**config.mk**
```make
export PLATFORM = sky130hd
export DESIGN_NAME = sensor_passagem_flat
export DESIGN_NICKNAME = d
export VERILOG_FILES = /design/src/rtl/sensor_passagem_if.sv /design/src/rtl/sensor_passagem.sv /design/src/flat_wrapper.sv
export SDC_FILE = /design/constraint.sdc
export NUM_CORES = 1
export LEC_CHECK = 0
export ABC_AREA = 1
export BUFFER_PORTS_ARGS = -buffer_cell sky130_fd_sc_hd__buf_4
export CAP_MARGIN = 40
export CORE_MARGIN = 2
export CORE_UTILIZATION = 55
export CTS_BUF_LIST = sky130_fd_sc_hd__clkbuf_8
export CTS_CLUSTER_SIZE = 30
export DETAILED_ROUTE_END_ITERATION = 10
export PLACE_DENSITY = 0.83
export SETUP_SLACK_MARGIN = 0.5
export SYNTH_ARGS = -nofsm -noshare
export SYNTH_HDL_FRONTEND = slang
export SYNTH_SLANG_ARGS = --single-unit
```
**constraint.sdc**
```tcl
create_clock -name clock -period 2.8 [get_ports clock]
set_input_delay 0.28 -clock clock [delete_from_list [all_inputs] [get_ports clock]]
set_output_delay 0.28 -clock clock [all_outputs]
set_load 0.02 [all_outputs]
```
**src/rtl/sensor_passagem_if.sv**
```systemverilog
// Bundle between the door beam sensors, the occupancy counter
// and the passage decoder.
interface sensor_passagem_if;
    logic       sensor_ext;
    logic       sensor_int;
    logic [1:0] capacidade_atual;
    logic       btn_add;
    logic       btn_sub;
    logic       bloqueio_entrada;
    logic       erro_passagem;

    modport master (
        output sensor_ext,
        output sensor_int,
        output capacidade_atual,
        input  btn_add,
        input  btn_sub,
        input  bloqueio_entrada,
        input  erro_passagem
    );

    modport slave (
        input  sensor_ext,
        input  sensor_int,
        input  capacidade_atual,
        output btn_add,
        output btn_sub,
        output bloqueio_entrada,
        output erro_passagem
    );
endinterface

```
**src/rtl/sensor_passagem.sv**
```systemverilog
// Door-passage decoder: synchronises and debounces both beams,
// tracks the break/clear order and pulses add/sub/error.
module sensor_passagem #(
    parameter int         DEBOUNCE_CICLOS = 4,
    parameter int         TIMEOUT_CICLOS  = 64,
    parameter logic [1:0] CAP_MAX         = 2'd3
) (
    input  logic               clock,
    input  logic               reset,
    sensor_passagem_if.slave   bus
);

    localparam int DW = $clog2(DEBOUNCE_CICLOS + 1);
    localparam int TW = $clog2(TIMEOUT_CICLOS + 1);

    typedef enum logic [2:0] {
        OCIOSO,
        ENT_A,
        ENT_B,
        ENT_C,
        SAI_A,
        SAI_B,
        SAI_C,
        ESPERA_LIVRE
    } estado_t;

    // bit 1 = landing side (ext), bit 0 = car side (int)
    logic [1:0]    r_s1;
    logic [1:0]    r_s2;
    logic [1:0]    r_filt;
    logic [1:0]    w_filt_nxt;
    logic [DW-1:0] r_cnt     [2];
    logic [DW-1:0] w_cnt_nxt [2];

    estado_t       r_state;
    estado_t       w_state_nxt;
    logic [TW-1:0] r_tmo;
    logic          w_tmo_on;
    logic          w_add;
    logic          w_sub;
    logic          w_err;
    logic          r_add;
    logic          r_sub;
    logic          r_err;

    // Two-flop synchronisers for the asynchronous beams
    always_ff @(posedge clock) begin
        if (!reset) begin
            r_s1 <= 2'b00;
            r_s2 <= 2'b00;
        end else begin
            r_s1 <= {bus.sensor_ext, bus.sensor_int};
            r_s2 <= r_s1;
        end
    end

    // Debounce: adopt the synced level after a full uninterrupted run
    always_comb begin
        for (int k = 0; k < 2; k++) begin
            w_filt_nxt[k] = r_filt[k];
            w_cnt_nxt[k]  = '0;
            if (r_s2[k] != r_filt[k]) begin
                if (r_cnt[k] == DW'(DEBOUNCE_CICLOS - 1))
                    w_filt_nxt[k] = r_s2[k];
                else
                    w_cnt_nxt[k] = r_cnt[k] + DW'(1);
            end
        end
    end

    // Filtered levels and debounce counters
    always_ff @(posedge clock) begin
        if (!reset) begin
            r_filt   <= 2'b00;
            r_cnt[0] <= '0;
            r_cnt[1] <= '0;
        end else begin
            r_filt   <= w_filt_nxt;
            r_cnt[0] <= w_cnt_nxt[0];
            r_cnt[1] <= w_cnt_nxt[1];
        end
    end

    assign w_tmo_on = (r_state != OCIOSO) && (r_state != ESPERA_LIVRE);

    // Next state and pulse decode; the FSM looks at the filter's
    // next value so state moves on the same edge the level changes
    always_comb begin
        w_state_nxt = r_state;
        w_add       = 1'b0;
        w_sub       = 1'b0;
        w_err       = 1'b0;
        unique case (r_state)
            OCIOSO: begin
                case (w_filt_nxt)
                    2'b10:   w_state_nxt = ENT_A;
                    2'b01:   w_state_nxt = SAI_A;
                    2'b11: begin
                        w_state_nxt = ESPERA_LIVRE;
                        w_err       = 1'b1;
                    end
                    default: ;
                endcase
            end
            ENT_A: begin
                case (w_filt_nxt)
                    2'b11:   w_state_nxt = ENT_B;
                    2'b00:   w_state_nxt = OCIOSO;
                    default: ;
                endcase
            end
            ENT_B: begin
                case (w_filt_nxt)
                    2'b01:   w_state_nxt = ENT_C;
                    2'b10:   w_state_nxt = ENT_A;
                    default: ;
                endcase
            end
            ENT_C: begin
                case (w_filt_nxt)
                    2'b00: begin
                        w_state_nxt = OCIOSO;
                        if (bus.capacidade_atual < CAP_MAX)
                            w_add = 1'b1;
                        else
                            w_err = 1'b1;
                    end
                    2'b11:   w_state_nxt = ENT_B;
                    default: ;
                endcase
            end
            SAI_A: begin
                case (w_filt_nxt)
                    2'b11:   w_state_nxt = SAI_B;
                    2'b00:   w_state_nxt = OCIOSO;
                    default: ;
                endcase
            end
            SAI_B: begin
                case (w_filt_nxt)
                    2'b10:   w_state_nxt = SAI_C;
                    2'b01:   w_state_nxt = SAI_A;
                    default: ;
                endcase
            end
            SAI_C: begin
                case (w_filt_nxt)
                    2'b00: begin
                        w_state_nxt = OCIOSO;
                        if (bus.capacidade_atual != 2'd0)
                            w_sub = 1'b1;
                        else
                            w_err = 1'b1;
                    end
                    2'b11:   w_state_nxt = SAI_B;
                    default: ;
                endcase
            end
            ESPERA_LIVRE: begin
                if (w_filt_nxt == 2'b00)
                    w_state_nxt = OCIOSO;
            end
            default: w_state_nxt = OCIOSO;
        endcase
        // A stalled passage is abandoned only if nothing else moved it
        if (w_state_nxt == r_state && w_tmo_on &&
            r_tmo == TW'(TIMEOUT_CICLOS - 1)) begin
            w_state_nxt = ESPERA_LIVRE;
            w_err       = 1'b1;
        end
    end

    // State register, timeout counter and registered pulses
    always_ff @(posedge clock) begin
        if (!reset) begin
            r_state <= OCIOSO;
            r_tmo   <= '0;
            r_add   <= 1'b0;
            r_sub   <= 1'b0;
            r_err   <= 1'b0;
        end else begin
            r_state <= w_state_nxt;
            if (w_state_nxt != r_state || !w_tmo_on)
                r_tmo <= '0;
            else
                r_tmo <= r_tmo + TW'(1);
            r_add <= w_add;
            r_sub <= w_sub;
            r_err <= w_err;
        end
    end

    assign bus.btn_add          = r_add;
    assign bus.btn_sub          = r_sub;
    assign bus.erro_passagem    = r_err;
    assign bus.bloqueio_entrada = (bus.capacidade_atual == CAP_MAX);

endmodule

```
**src/flat_wrapper.sv**
```systemverilog
// flat-port wrapper written by rule: the top's interface ports become plain ports
module sensor_passagem_flat 
#(
    parameter int         DEBOUNCE_CICLOS = 4,
    parameter int         TIMEOUT_CICLOS  = 64,
    parameter logic [1:0] CAP_MAX         = 2'd3
)
  (clock, reset, bus_sensor_ext, bus_sensor_int, bus_capacidade_atual, bus_btn_add, bus_btn_sub, bus_bloqueio_entrada, bus_erro_passagem);
  sensor_passagem_if bus_i ();
  input  logic clock;
  input  logic reset;
  input wire logic [$bits(bus_i.sensor_ext)-1:0] bus_sensor_ext;
  input wire logic [$bits(bus_i.sensor_int)-1:0] bus_sensor_int;
  input wire logic [$bits(bus_i.capacidade_atual)-1:0] bus_capacidade_atual;
  output wire logic [$bits(bus_i.btn_add)-1:0] bus_btn_add;
  output wire logic [$bits(bus_i.btn_sub)-1:0] bus_btn_sub;
  output wire logic [$bits(bus_i.bloqueio_entrada)-1:0] bus_bloqueio_entrada;
  output wire logic [$bits(bus_i.erro_passagem)-1:0] bus_erro_passagem;
  assign bus_i.sensor_ext = bus_sensor_ext;
  assign bus_i.sensor_int = bus_sensor_int;
  assign bus_i.capacidade_atual = bus_capacidade_atual;
  assign bus_btn_add = bus_i.btn_add;
  assign bus_btn_sub = bus_i.btn_sub;
  assign bus_bloqueio_entrada = bus_i.bloqueio_entrada;
  assign bus_erro_passagem = bus_i.erro_passagem;
  sensor_passagem #(.DEBOUNCE_CICLOS(DEBOUNCE_CICLOS), .TIMEOUT_CICLOS(TIMEOUT_CICLOS), .CAP_MAX(CAP_MAX)) u_core (.clock(clock), .reset(reset), .bus(bus_i));
endmodule
```
==> flow_summary.json <==
{
  "total_power_w": 0.00131,
  "slowest_stage": "dfxtp_1",
  "rsz0062_at_grt": "true",
  "numCtsBuffers": 3,
  "powerDensity_nw_per_um2": 737,
  "hold_viol": 0,
  "gr-total-overflow": 0,
  "worstPathRequired_ns": 3.00,
  "cp.depth": 18,
  "nets": 218,
  "ys.warnings.count": 0,
  "grtUsageTotal": 0.224,
  "intPower_w": 0.000668,
  "synth_seq_area_share": 0.358,
  "combPwrFrac": 0.509,
  "core_area_um2": 2430,
  "wire_per_inst_um": 14.4,
  "cts-htree-levels": 1,
  "dp_hpwl_um": 1950,
  "cap_violations": 0,
  "setup_viol": 0,
  "switchingPower_w": 0.000639,
  "crit_top_cell": "nand2_2",
  "portBuffers": 9,
  "status": "finished, final reports clean",
  "grt_pass1_vias": 1186,
  "irDropWorstVdd_mv": 0.598,
  "antenna_left": 0,
  "worstSkewPairLatency_ns": 0.26,
  "grt_max_degree": 14,
  "antenna_found_initial": 0,
  "nFillCells": 170,
  "max_slew_margin": 0.702,
  "drt-initial-drc-count": 76,
  "worst_slew_pin_slew_ns": 0.447,
  "area_growth_pct": 26.7,
  "post-route-min-period_ns": 2.40,
  "drive_gt1_frac": 0.401,
  "crit_arrival_ns": 2.59,
  "synth_seq_cells": 25,
  "synthCells": 185,
  "cp-end-kind": "register",
  "worstSetupPathType": "reg2reg",
  "start_util": 0.575,
  "root_buffer": "clkbuf_8",
  "synthDistinctLibCells": 27,
  "wl_um": 3330,
  "p_seq_frac": 0.331,
  "dr_total_vias": 1283,
  "critPathMaxStageDelay_ns": 0.34,
  "fmax_mhz": 417,
  "diodes": 0,
  "die_h_um": 54.4,
  "dr.pass1.iters": 4,
  "die_w_um": 54.4,
  "crit_buf_inv": 2,
  "ctsHoldBuffers": 0,
  "num_rows": 18,
  "clkTransAtPathRegs_ns": 0.08,
  "hp-class": "in2reg",
  "netSwitchingFraction": 0.489,
  "place.gp.congestion": 0.863,
  "syn_nets": 200,
  "crit_fanout": 7,
  "r2r_cells": 18,
  "cts_sinks": 25,
  "min_path_cells": 3,
  "routed_via_density": 5.53,
  "cp-start-kind": "register",
  "path_cells": "ha_4 > ha_4 > o21ai_4 > inv_2 > ha_4 > inv_1 > nand2_2 > nand3_2 > nand2_2 > nor2_4 > nand3_2 > nand2_2 > nor2_4 > nand2_4 > nand3_2 > nand2_2 > nand2_4 > nor3_2",
  "final-max-slew-violation-count": 0,
  "leakage_nw": 0.731,
  "syn_area_um2": 1400,
  "final_core_util": 0.729,
  "io_pins": 10,
  "dieArea_um2": 2960,
  "grt_pass1_wl_um": 4840,
  "cts_tree": "yes",
  "post-route-period-util": 0.856,
  "route.detailed.drc": 0,
  "clock-skew-final_ns": 0.00237,
  "clockBufferDepth": 2,
  "critPathTopFamily": "simple AND/OR/NAND/NOR gates",
  "tns_ns": 0,
  "synth.avg_cell_area_um2": 7.56,
  "clkPwrFrac": 0.160
}
==> area by class of cell <==
cell class,count,area [µm²],area share
sequential,25,503,0.284
inverter,31,116,0.0656
multi-input combinational,126,951,0.536
tap,30,37.5,0.0212
timing repair buffer,16,120,0.0677
clock inverter,1,3.75,0.00212
clock buffer,3,41.3,0.0233
==> logic make-up after synthesis <==
logic type	share of synthesized area
AO/OA/AOI/OAI	0.0832
adder cells (fa/ha/maj)	0.0805
flip-flops	0.358
XOR/XNOR	0.0250
AND/OR/NAND/NOR	0.354
buffers and inverters	0.0993
==> final timing paths <==
path / start / end / slack, ns
setup reg to reg: u_core.r_cnt[0][4] / u_core.r_tmo[2] / 0.40
hold / removal: bus_sensor_ext / u_core.r_s1[1] / 0.19
hold reg to reg: u_core.r_s1[0] / u_core.r_s2[0] / 0.44
setup / recovery: u_core.r_cnt[0][4] / u_core.r_tmo[2] / 0.40
==> power by group through the flow <==
| stage | Clock [W] | Combinational (W) | Sequential, W |
|---|---|---|---|
| 2_1_floorplan | 0 | 0.000492 | 0.000405 |
| 3_3_place_gp | 0 | 0.000525 | 0.000431 |
| 3_5_place_dp | 0 | 0.000541 | 0.000434 |
| 4_1_cts | 0.000207 | 0.000591 | 0.000428 |
| 5_1_grt | 0.000226 | 0.000720 | 0.000436 |
| 6_report | 0.000209 | 0.000665 | 0.000433 |
==> worst min-delay path, stage by stage <==
cell and delay, ns:
buf_4 0.08, nand2_1 0.04, inv_1 0.04
==> cell usage after synthesis <==
master | number | share of area
nand2_1 | 33 | 0.089
inv_1 | 27 | 0.072
dfxtp_1 | 25 | 0.36
nor2_1 | 20 | 0.054
ha_1 | 9 | 0.081
nand3_1 | 9 | 0.032
nand2_2 | 8 | 0.036
a21oi_1 | 7 | 0.025
nor3_2 | 7 | 0.050
o21ai_0 | 5 | 0.018
inv_2 | 4 | 0.011
nand3_2 | 4 | 0.029
nand2_4 | 3 | 0.024
nor2_2 | 3 | 0.013
nor3_1 | 3 | 0.011
o211ai_1 | 3 | 0.016
xnor2_1 | 3 | 0.019
nand4_1 | 2 | 0.0089
o21ai_1 | 2 | 0.0072
a211oi_1 | 1 | 0.0054
a21boi_1 | 1 | 0.0054
a32oi_1 | 1 | 0.0063
buf_4 | 1 | 0.0054
buf_6 | 1 | 0.0080
clkbuf_1 | 1 | 0.0027
nor2_4 | 1 | 0.0080
xor2_1 | 1 | 0.0063
==> registers in the layout (all words and copies together) (netlist names) <==
signal                    flops
u_core.r_tmo                  7
u_core.r_cnt                  6
u_core.r_state                3
u_core.r_filt                 2
u_core.r_s1                   2
u_core.r_s2                   2
u_core.bus.btn_add            1
u_core.bus.btn_sub            1
u_core.bus.erro_passagem      1
==> cells in the final DEF, fill, tap and decap left out, types with 4 or more instances in the layout <==
master    n
a21oi_1   7
buf_4    16
dfxtp_1  23
ha_4      7
inv_1    25
inv_2     7
nand2_1  23
nand2_2  16
nand2_4   5
nand3_1   5
nand3_2   8
nor2_1   17
nor2_2    4
nor3_2    6
==> metal layers <==
| metal | track usage | wire (µm) | vias up |
|---|---|---|---|
| met1 | 0.265 | 1440 | 600 |
| met3 | 0.0410 | 171 | 4 |
| met4 | 0.0667 | 42 | 0 |
| met2 | 0.406 | 1680 | 55 |
| met5 | 0 | 0 | - |
| li1 | - | - | 624 |
==> through the flow <==
stage          hold WS (ns)  instance area, µm²  std cells  setup WS, ns
5_1_grt               0.193                1770        232         0.262
4_1_cts               0.195                1720        230         0.441
3_5_place_dp          0.406                1500        221         0.246
6_report              0.192                1770        232         0.403
3_3_place_gp          0.398                1500        221         0.328
2_1_floorplan         0.378                1420        185         0.525
==> repair_timing <==
item,CTS,global route
endpoints found under the setup margin,9,11
buffers inserted,5,2
resized for setup,33,9
gates cloned,0,0
endpoints found under the hold margin,0,0
pin swaps,14,11
Note: power is estimated with default switching activity, not from simulation.
